**config.mk**
```make
export PLATFORM = sky130hd
export DESIGN_NAME = dmem_arbiter
export DESIGN_NICKNAME = d
export VERILOG_FILES = /design/src/rtl/dmem_arbiter.sv
export SDC_FILE = /design/constraint.sdc
export NUM_CORES = 1
export LEC_CHECK = 0
export BUFFER_PORTS_ARGS = -buffer_cell sky130_fd_sc_hd__buf_4
export CAP_MARGIN = 30
export CORE_MARGIN = 2
export CORE_UTILIZATION = 46
export DETAILED_ROUTE_END_ITERATION = 8
export HOLD_SLACK_MARGIN = 0.08
export PLACE_DENSITY_LB_ADDON = 0.2
export SYNTH_ARGS = -nofsm -noshare
export SYNTH_HDL_FRONTEND = slang
export SYNTH_SLANG_ARGS = --single-unit
```
**constraint.sdc**
```tcl
create_clock -name clock -period 1.5 [get_ports clock]
set_input_delay 0.075 -clock clock [delete_from_list [all_inputs] [get_ports clock]]
set_output_delay 0.075 -clock clock [all_outputs]
set_load 0.005 [all_outputs]
```
**src/rtl/dmem_arbiter.sv**
```systemverilog
// dmem_arbiter
//   Two-port round-robin arbiter and sequencer for the single-ported
//   DataMemory. Port 0 is the CPU load/store stage, port 1 is the
//   debug/loader port. One access is in flight at a time, walking through
//   IDLE -> ISSUE -> RESP, so throughput is one access per three cycles.
//
//   Ports
//     clock, reset          rising-edge clock, synchronous active-high reset
//     rN_req/we/addr/wdata  request N (held until rN_gnt), 1 = write
//     rN_gnt                request N accepted (1-cycle pulse)
//     rN_rvalid/rN_rdata    read data for N (pulse / held until next read)
//     mem_addr/read/write/wdata/rdata  DataMemory interface
//     busy                  high while the FSM is not IDLE
//
//   Optional feature (macro DMEM_ARB_PERF_EN)
//     Adds parameter CNT_W and the saturating counters perf_gnt0,
//     perf_gnt1 (grants per port) and perf_conflict (IDLE cycles with
//     both requests high).

module dmem_arbiter #(
    parameter int unsigned ADDR_W = 7,
    parameter int unsigned DATA_W = 32
`ifdef DMEM_ARB_PERF_EN
    ,
    parameter int unsigned CNT_W  = 16
`endif
) (
    input  logic              clock,
    input  logic              reset,

    input  logic              r0_req,
    input  logic              r0_we,
    input  logic [ADDR_W-1:0] r0_addr,
    input  logic [DATA_W-1:0] r0_wdata,
    output logic              r0_gnt,
    output logic              r0_rvalid,
    output logic [DATA_W-1:0] r0_rdata,

    input  logic              r1_req,
    input  logic              r1_we,
    input  logic [ADDR_W-1:0] r1_addr,
    input  logic [DATA_W-1:0] r1_wdata,
    output logic              r1_gnt,
    output logic              r1_rvalid,
    output logic [DATA_W-1:0] r1_rdata,

    output logic [ADDR_W-1:0] mem_addr,
    output logic              mem_read,
    output logic              mem_write,
    output logic [DATA_W-1:0] mem_wdata,
    input  logic [DATA_W-1:0] mem_rdata,

    output logic              busy
`ifdef DMEM_ARB_PERF_EN
    ,
    output logic [CNT_W-1:0]  perf_gnt0,
    output logic [CNT_W-1:0]  perf_gnt1,
    output logic [CNT_W-1:0]  perf_conflict
`endif
);

    typedef enum logic [1:0] {
        IDLE,
        ISSUE,
        RESP
    } state_t;

    state_t state;
    logic   lastGrant;   // port granted most recently
    logic   curPort;     // port owning the access in flight
    logic   curWe;       // access in flight is a write

    logic              anyReq;
    logic              bothReq;
    logic              winner;
    logic              selWe;
    logic [ADDR_W-1:0] selAddr;
    logic [DATA_W-1:0] selWdata;

    // With a single request that port wins; on a conflict the port that
    // did not win last time goes next.
    always_comb begin
        anyReq   = r0_req | r1_req;
        bothReq  = r0_req & r1_req;
        winner   = bothReq ? ~lastGrant : r1_req;
        selWe    = winner ? r1_we    : r0_we;
        selAddr  = winner ? r1_addr  : r0_addr;
        selWdata = winner ? r1_wdata : r0_wdata;
    end

    always_ff @(posedge clock) begin
        if (reset) begin
            state     <= IDLE;
            lastGrant <= 1'b1;
            curPort   <= 1'b0;
            curWe     <= 1'b0;
            r0_gnt    <= 1'b0;
            r1_gnt    <= 1'b0;
            r0_rvalid <= 1'b0;
            r1_rvalid <= 1'b0;
            r0_rdata  <= '0;
            r1_rdata  <= '0;
            mem_addr  <= '0;
            mem_wdata <= '0;
            mem_read  <= 1'b0;
            mem_write <= 1'b0;
            busy      <= 1'b0;
        end else begin
            unique case (state)
                IDLE: begin
                    if (anyReq) begin
                        curPort   <= winner;
                        curWe     <= selWe;
                        lastGrant <= winner;
                        mem_addr  <= selAddr;
                        mem_wdata <= selWdata;
                        mem_write <= selWe;
                        mem_read  <= ~selWe;
                        r0_gnt    <= ~winner;
                        r1_gnt    <= winner;
                        busy      <= 1'b1;
                        state     <= ISSUE;
                    end
                end
                ISSUE: begin
                    // Strobes were stable for this whole cycle; the memory
                    // commits a write and presents read data at this edge.
                    mem_read  <= 1'b0;
                    mem_write <= 1'b0;
                    r0_gnt    <= 1'b0;
                    r1_gnt    <= 1'b0;
                    if (!curWe) begin
                        if (curPort) begin
                            r1_rdata  <= mem_rdata;
                            r1_rvalid <= 1'b1;
                        end else begin
                            r0_rdata  <= mem_rdata;
                            r0_rvalid <= 1'b1;
                        end
                    end
                    state <= RESP;
                end
                RESP: begin
                    r0_rvalid <= 1'b0;
                    r1_rvalid <= 1'b0;
                    busy      <= 1'b0;
                    state     <= IDLE;
                end
                default: begin
                    busy  <= 1'b0;
                    state <= IDLE;
                end
            endcase
        end
    end

`ifdef DMEM_ARB_PERF_EN
    // Counters advance on the same edge as the grant they count and stick
    // at all-ones instead of wrapping.
    always_ff @(posedge clock) begin
        if (reset) begin
            perf_gnt0     <= '0;
            perf_gnt1     <= '0;
            perf_conflict <= '0;
        end else if (state == IDLE) begin
            if (anyReq && !winner && perf_gnt0 != '1)
                perf_gnt0 <= perf_gnt0 + CNT_W'(1);
            if (anyReq && winner && perf_gnt1 != '1)
                perf_gnt1 <= perf_gnt1 + CNT_W'(1);
            if (bothReq && perf_conflict != '1)
                perf_conflict <= perf_conflict + CNT_W'(1);
        end
    end
`endif

endmodule
```
==> impl_metrics.env, run 1 <==
export IMPL_h_tree_depth=4
export IMPL_dieArea_sq_um=10700
export IMPL_synth_fa_ha_area_share_pct=0
export IMPL_reg2reg_to="mem_wdata[5]"
export IMPL_wl_per_cell_microns=18.26
export IMPL_whs_path_depth=4
export IMPL_std_cell_rows=36
export IMPL_p_total_w=0.009007
export IMPL_numCtsBuffers=17
export IMPL_clkTransAtPathRegs_ps=60
export IMPL_synth_area_mux_share_pct=0.4402
export IMPL_synth_enable_flop_cells=0
export IMPL_synthesis_nets=681
export IMPL_drive_gt1_share_pct=32.12
export IMPL_slowest_delay_ps=570
export IMPL_setup_worst_path_end_class="flop"
export IMPL_crit_arrival_ps=1880
export IMPL_dpl_hpwl_microns=10160
export IMPL_pre_cts_ws_ps=101.8
export IMPL_fin_cells=1040
export IMPL_port_buffer_count=225
export IMPL_synth_top_cell_by_area="dfxtp_1"
export IMPL_grt_setup_unrepaired="true"
export IMPL_hold_start="mem_rdata[16]"
export IMPL_gp_congestion=0.8606
export IMPL_ant_nets=0
export IMPL_cp_required_ps=1900
export IMPL_via_per_inst=5.670
export IMPL_die_width_microns=103.4
export IMPL_p_sw_w=0.002323
export IMPL_internal_power_w=0.006683
export IMPL_drv_cap=0
export IMPL_reg2reg_slack_ps=40
export IMPL_timing_final_max_slew_violations=0
export IMPL_p_clk_share_pct=43.6
export IMPL_syn_area_per_cell_sq_um=8.050
export IMPL_vias=5897
export IMPL_reg2reg_from="state[0]"
export IMPL_core_area_sq_um=9684
export IMPL_ys_async_sr_fraction_pct=0
export IMPL_first_global_vias=5767
export IMPL_wl_microns=18990
export IMPL_fp_dieH_microns=103.4
export IMPL_critPathBufInv=3
export IMPL_clock_path_buffers=2
export IMPL_synth_top_family_by_area="simple AND/OR/NAND/NOR gates"
export IMPL_setup_violations=0
export IMPL_final_util_pct=84.73
export IMPL_p_leak_nw=3.439
export IMPL_netlist_area_sq_um=4548
export IMPL_root_buffer="clkbuf_8"
export IMPL_path_cells="dlygate4sd3_1 > buf_4 > nor2_2 > buf_12 > o21ai_0 > a31oi_1"
export IMPL_period_needed_ps=1477
export IMPL_p_sw_share_pct=25.80
export IMPL_hold_violations=0
export IMPL_status="finished clean"
export IMPL_pin_count=226
export IMPL_worstMarginPinSlew_ps=415.3
export IMPL_skew_ps=23.14
export IMPL_powerDensity_nw_per_um2=1098
export IMPL_cts_tree="done"
export IMPL_start_util_pct=46.96
export IMPL_period_share_pct=98.44
export IMPL_seqPwrFrac_pct=37.5
export IMPL_worst_slew_margin_rel_pct=72.31
export IMPL_ys_warn_count=0
export IMPL_synth_simple_area_share_pct=22.94
export IMPL_peakVddDrop_uv=949.2
export IMPL_min_to="r0_rdata[16]"
export IMPL_synth_cell_type_count=34
export IMPL_synth_area_leaders="dfxtp_1 (51%), nand2_1 (11%), a21oi_1 (7.8%)"
export IMPL_clk_latency_ps=510
export IMPL_area_growth_pct=80.41
export IMPL_crit_path_top_delay_cell="dlygate4sd3_1"
export IMPL_antenna_found_initial=0
export IMPL_grtUsageTotal_pct=33.86
export IMPL_worst_setup_path_type="in2reg"
export IMPL_ys_ff_latch=115
export IMPL_worstPathMaxFanout=35
export IMPL_worst_slack_ps=23.40
export IMPL_syn_inst=565
export IMPL_crit_family="buffers and inverters"
export IMPL_hp_class="in2reg"
export IMPL_grt_overflow=0
export IMPL_cts_setup_buffers=0
export IMPL_grt_max_degree=45
export IMPL_drt_first_pass_iters=5
export IMPL_yosysTopAreaCellShare_pct=50.62
export IMPL_synth_ff_type="dfxtp_1"
export IMPL_power_frac_comb_pct=18.9
export IMPL_synth_seq_area_share_pct=50.62
export IMPL_dp_cells=891
export IMPL_grt_pass1_wl_microns=27970
export IMPL_drt_iter0_markers=438
export IMPL_fin_nets=1009
export IMPL_cts_sinks=115
export IMPL_r2r_cells=4
export IMPL_synth_compound_area_share_pct=19.59
export IMPL_start_kind="primary input"
export IMPL_synth_xor_xnor_area_share_pct=0
export IMPL_max_freq_ghz=0.6772
export IMPL_drc_errors=0
[state kept, by name (all words and copies together), names as in the netlist]
name	count
busy	1
curPort	1
curWe	1
lastGrant	1
mem_addr	7
mem_read	1
mem_wdata	32
mem_write	1
r0_gnt	1
r0_rdata	32
r0_rvalid	1
r1_gnt	1
r1_rdata	32
r1_rvalid	1
state	2
[metrics by stage]
step	TNS, ps	instance area (sq um)	hold slack, ps
2_1_floorplan	0	4548	211.0
3_3_place_gp	0	6435	330.5
3_5_place_dp	0	6435	341.6
4_1_cts	0	8167	370.5
5_1_grt	-169.7	8203	380.6
6_report	0	8205	372.0
[cells in the mapped netlist (all sizes together) (2+ instances only)]
cell type / count
nor2: 6
a211oi: 2
o211ai: 2
buf: 27
mux2i: 2
inv: 2
nand4: 37
nand3: 39
nand2: 133
or2: 2
a21oi: 72
clkbuf: 33
dfxtp: 115
o21ai: 42
nand2b: 2
a31oi: 37
[placed cells by master, fill, tap and decap left out, drive strengths merged]
| master | instances |
|---|---|
| nand4 | 37 |
| clkbuf | 20 |
| dfxtp | 115 |
| or4b | 1 |
| a21boi | 1 |
| nand2 | 133 |
| a211oi | 2 |
| or2 | 2 |
| o2111a | 1 |
| buf | 253 |
| nand2b | 2 |
| clkinv | 6 |
| nor3b | 1 |
| diode | 1 |
| a21oi | 72 |
| clkinvlp | 3 |
| inv | 3 |
| nor4b | 1 |
| a21o | 1 |
| dlygate4sd3 | 115 |
| bufinv | 3 |
| o32ai | 1 |
| o21ai | 42 |
| nor3 | 1 |
| o211ai | 2 |
| a31oi | 37 |
| nand3 | 39 |
| nor2 | 6 |
| o31ai | 1 |
| mux2i | 2 |
| nor4bb | 1 |
| nand4bb | 1 |
| a32oi | 1 |
[metal layers]
layer | up-vias | GRT usage, % | share of wire (%) | routed length [microns]
li1 | 2650 | - | - | -
met1 | 2733 | 36.82 | 35 | 6725
met2 | 402 | 57.42 | 50 | 9449
met3 | 112 | 10.48 | 9.0 | 1703
met4 | 0 | 21.05 | 5.9 | 1116
met5 | - | 0 | 0 | 0
[power groups by stage]
stage               clock network [W]  registers [W]  logic (W)
floorplan                           0        0.00343   0.000585
global placement                    0        0.00341    0.00132
detailed placement                  0        0.00342    0.00135
CTS                           0.00396        0.00336    0.00160
global route                  0.00412        0.00339    0.00182
finish                        0.00393        0.00338    0.00170
[tightest hold or removal path: stages]
cell and delay, ps:
dlygate4sd3_1 520, buf_4 100, nand2_1 40, a21oi_1 100
[how the worst max path moves through the flow]
stage          startpoint           end  slack, ps  cells after the start
2_1_floorplan    state[0]  r0_rdata[16]        110                      6
3_3_place_gp     state[0]  r0_rdata[31]        170                      4
3_5_place_dp     state[0]   r1_rdata[7]        100                      5
4_1_cts          state[0]  r1_rdata[30]         60                      5
5_1_grt          state[0]  r1_rdata[11]        -30                      5
6_report           r0_req  mem_wdata[5]         20                      6
[kinds of logic after synthesis]
kind of cell	count (synthesis)
AO/OA/AOI/OAI	161
multiplexers	2
flip-flops	115
AND/OR/NAND/NOR	225
buffers and inverters	62
[what timing repair did]
item                                   4_1_cts  5_1_grt
hold buffers                               115        0
resized for setup                            0        3
setup endpoints to repair                    0       11
endpoints found under the hold margin      111        0
[cell type report]
cell class                      count  area, sq um
Sequential cell                   115         2302
Tap cell                          133        166.4
Timing Repair Buffer              369         3162
Clock buffer                       19        421.7
Multi-Input combinational cell    388         1984
Inverter                            2        7.507
Fill cell                         546         1479
Antenna cell                        1        2.502
Clock inverter                     13        158.9
No activity file was read; power rests on OpenSTA's default activity.
==> run 2: changes to the inputs <==
--- a/config.mk
+++ b/config.mk
@@ -5,10 +5,11 @@
 export SDC_FILE = /design/constraint.sdc
 export NUM_CORES = 1
 export LEC_CHECK = 0
+export ABC_AREA = 1
 export BUFFER_PORTS_ARGS = -buffer_cell sky130_fd_sc_hd__buf_4
 export CAP_MARGIN = 30
 export CORE_MARGIN = 2
-export CORE_UTILIZATION = 46
+export CORE_UTILIZATION = 47
 export DETAILED_ROUTE_END_ITERATION = 8
 export HOLD_SLACK_MARGIN = 0.08
 export PLACE_DENSITY_LB_ADDON = 0.2
==> run 2 against run 1 <==
Effect of this change: register-to-register slack improved by 90 ps; clock skew fell by 12 ps; worst setup slack improved by 100 ps; largest cell class unchanged; critical endpoint is now r1_rdata[26]; final cell count rose by 13%; count of clock-buffer cells in the layout rose by 3; global-route usage fell by 1.6 points; critical path type is now reg2reg.
==> impl_metrics.env, run 2 <==
export IMPL_status="finished clean"
export IMPL_first_global_vias=6132
export IMPL_final_util_pct=85.38
export IMPL_synth_seq_area_share_pct=47.83
export IMPL_synthTopCellsByCount="nand2_1 (169), dfxtp_1 (115), nor2_1 (90)"
export IMPL_fill_cells=550
export IMPL_std_cell_rows=36
export IMPL_skew_ps=10.73
export IMPL_drv_cap=0
export IMPL_antenna_found_initial=1
export IMPL_synth_enable_flop_cells=0
export IMPL_worst_slew_margin_rel_pct=59.24
export IMPL_setup_tns_ps=0
export IMPL_synth_top_cell_by_area="dfxtp_1"
export IMPL_clk_latency_ps=510
export IMPL_timing_final_max_slew_violations=0
export IMPL_grt_pass1_wl_microns=28610
export IMPL_clock_path_buffers=2
export IMPL_setup_violations=0
export IMPL_crit_arrival_ps=1810
export IMPL_period_needed_ps=1375
export IMPL_h_tree_depth=4
export IMPL_fin_nets=1149
export IMPL_grtUsageTotal_pct=32.25
export IMPL_wl_per_cell_microns=15.34
export IMPL_ys_warn_count=0
export IMPL_drc_errors=0
export IMPL_reg_largest_list="mem_wdata: 32 flops, r0_rdata: 32 flops, r1_rdata: 32 flops"
export IMPL_via_per_inst=5.068
export IMPL_final_cell_mix="buf_4 (242), nand2_1 (168), dlygate4sd3_1 (116)"
export IMPL_dpl_hpwl_microns=10090
export IMPL_start_util_pct=48.80
export IMPL_clkTransAtPathRegs_ps=50
export IMPL_die_width_microns=105.2
export IMPL_drive_gt1_share_pct=27.18
export IMPL_worstPathMaxFanout=29
export IMPL_drt_first_pass_iters=7
export IMPL_start_kind="flop"
export IMPL_wl_microns=18090
export IMPL_global_route_usage_met3_pct=8.671
export IMPL_drt_iter0_markers=355
export IMPL_vias=5975
export IMPL_cp_required_ps=1940
export IMPL_port_buffer_count=225
export IMPL_cts_setup_buffers=0
export IMPL_netlist_area_sq_um=4813
export IMPL_core_area_sq_um=9864
export IMPL_worst_setup_path_type="reg2reg"
export IMPL_synth_area_leaders="dfxtp_1 (48%), nand2_1 (13%), nand3_1 (7.8%)"
export IMPL_setup_worst_path_end_class="flop"
export IMPL_pin_count=226
export IMPL_fp_dieH_microns=105.2
export IMPL_period_share_pct=91.66
export IMPL_syn_inst=699
export IMPL_worstMarginPinSlew_ps=611.4
export IMPL_cts_tree="done"
export IMPL_grt_overflow=0
export IMPL_synth_cell_type_count=17
export IMPL_grt_setup_unrepaired="false"
export IMPL_peakVddDrop_uv=785.1
export IMPL_area_growth_pct=74.97
export IMPL_gp_congestion=0.8082
export IMPL_p_leak_nw=4.189
export IMPL_numCtsBuffers=17
export IMPL_synth_ff_type="dfxtp_1"
export IMPL_powerDensity_nw_per_um2=1111
export IMPL_hp_class="in2reg"
export IMPL_ys_async_sr_fraction_pct=0
export IMPL_syn_area_per_cell_sq_um=6.886
export IMPL_busiest_layer="met2"
export IMPL_max_freq_ghz=0.7273
export IMPL_final_common_cell="buf_4"
export IMPL_globalRouteMet1Util_pct=34.25
export IMPL_cts_sinks=115
export IMPL_dieArea_sq_um=11070
export IMPL_hold_violations=0
export IMPL_grt_max_degree=58
export IMPL_ant_nets=0
export IMPL_yosysTopAreaCellShare_pct=47.83
export IMPL_root_buffer="clkbuf_8"
export IMPL_ys_ff_latch=115
export IMPL_synthesis_nets=815
export IMPL_use_met2_pct=58.57
export IMPL_synth_most_common_cell="nand2_1"
[run 2: cell types whose count changed after synthesis, moves of 3 or more]
cell      change
nand3b_1     +20
nand3_1      +36
nand2_1      +36
a21oi_1      -15
inv_2         +4
nand4_1      -36
a31oi_1      -37
o21ai_0       -8
inv_1        +84
buf_6         -3
clkbuf_1      -7
nor2_1       +85
buf_2         -5
[run 2: metal layers]
| layer | vias to the layer above | part of all wire, % |
|---|---|---|
| met3 | 74 | 7.4 |
| met2 | 303 | 52 |
| met1 | 2755 | 37 |
| met4 | 0 | 4.1 |
| met5 | - | 0 |
| li1 | 2843 | - |
[run 2: report_power, final]
| group | leakage [nW] | switching [W] | total (W) | internal [W] |
|---|---|---|---|---|
| combinational | 2.94 | 0.000873 | 0.00183 | 0.000955 |
| clock | 0.303 | 0.00135 | 0.00408 | 0.00273 |
| sequential | 0.942 | 0.000143 | 0.00344 | 0.00330 |
| total | 4.19 | 0.00237 | 0.00935 | 0.00698 |
[run 2: per-stage QoR]
stage	area, sq um	std cells	hold WS, ps	setup WS (ps)	total power [W]
final	8422	1179	375.6	125.0	0.009353
after global routing	8422	1179	399.8	28.37	0.009703
after CTS	8414	1178	362.0	103.6	0.009305
after detailed placement	6644	1031	345.9	133.2	0.005000
after global placement	6644	1031	338.0	232.5	0.004955
after floorplan	4813	699	239.0	365.8	0.004185
[run 2: critical path, stage by stage, from the launching register on]
cell and delay [ps]:
dfxtp_1 370, inv_2 70, nand2_2 110, inv_2 60, nand2_2 90, buf_4 280
o21ai_0 160, nor2_1 140
[run 2: what timing repair did]
| action | in CTS | in global routing |
|---|---|---|
| endpoints found under the hold margin | 110 | 0 |
| hold buffers | 116 | 0 |
| gates resized for setup | 0 | 3 |
| setup endpoints to repair | 0 | 6 |
[run 2: worst paths after layout]
path,end,from,slack [ps],cells past startpoint
min,r1_rdata[14],mem_rdata[14],380,4
min reg2reg,r0_rdata[3],r0_rdata[3],460,2
max,r1_rdata[26],state[1],130,7
max reg2reg,r1_rdata[26],state[1],130,7
[run 2: cells by family after synthesis]
group	Yosys count	share of synthesized area [%]
AND/OR/NAND/NOR	358	31.64
AO/OA/AOI/OAI	91	9.462
buffers and inverters	135	11.07
flip-flops	115	47.83
[run 2: layout make-up]
type                            instances  area (sq um)  share of cell area [%]
Clock buffer                           22         483.0                   5.735
Sequential cell                       115          2302                   27.34
Inverter                               90         340.3                   4.041
Antenna cell                            1         2.502                 0.02971
Timing Repair Buffer                  360          3018                   35.83
Tap cell                              133         166.4                   1.976
Clock inverter                          9         126.4                   1.501
Multi-Input combinational cell        449          1983                   23.55
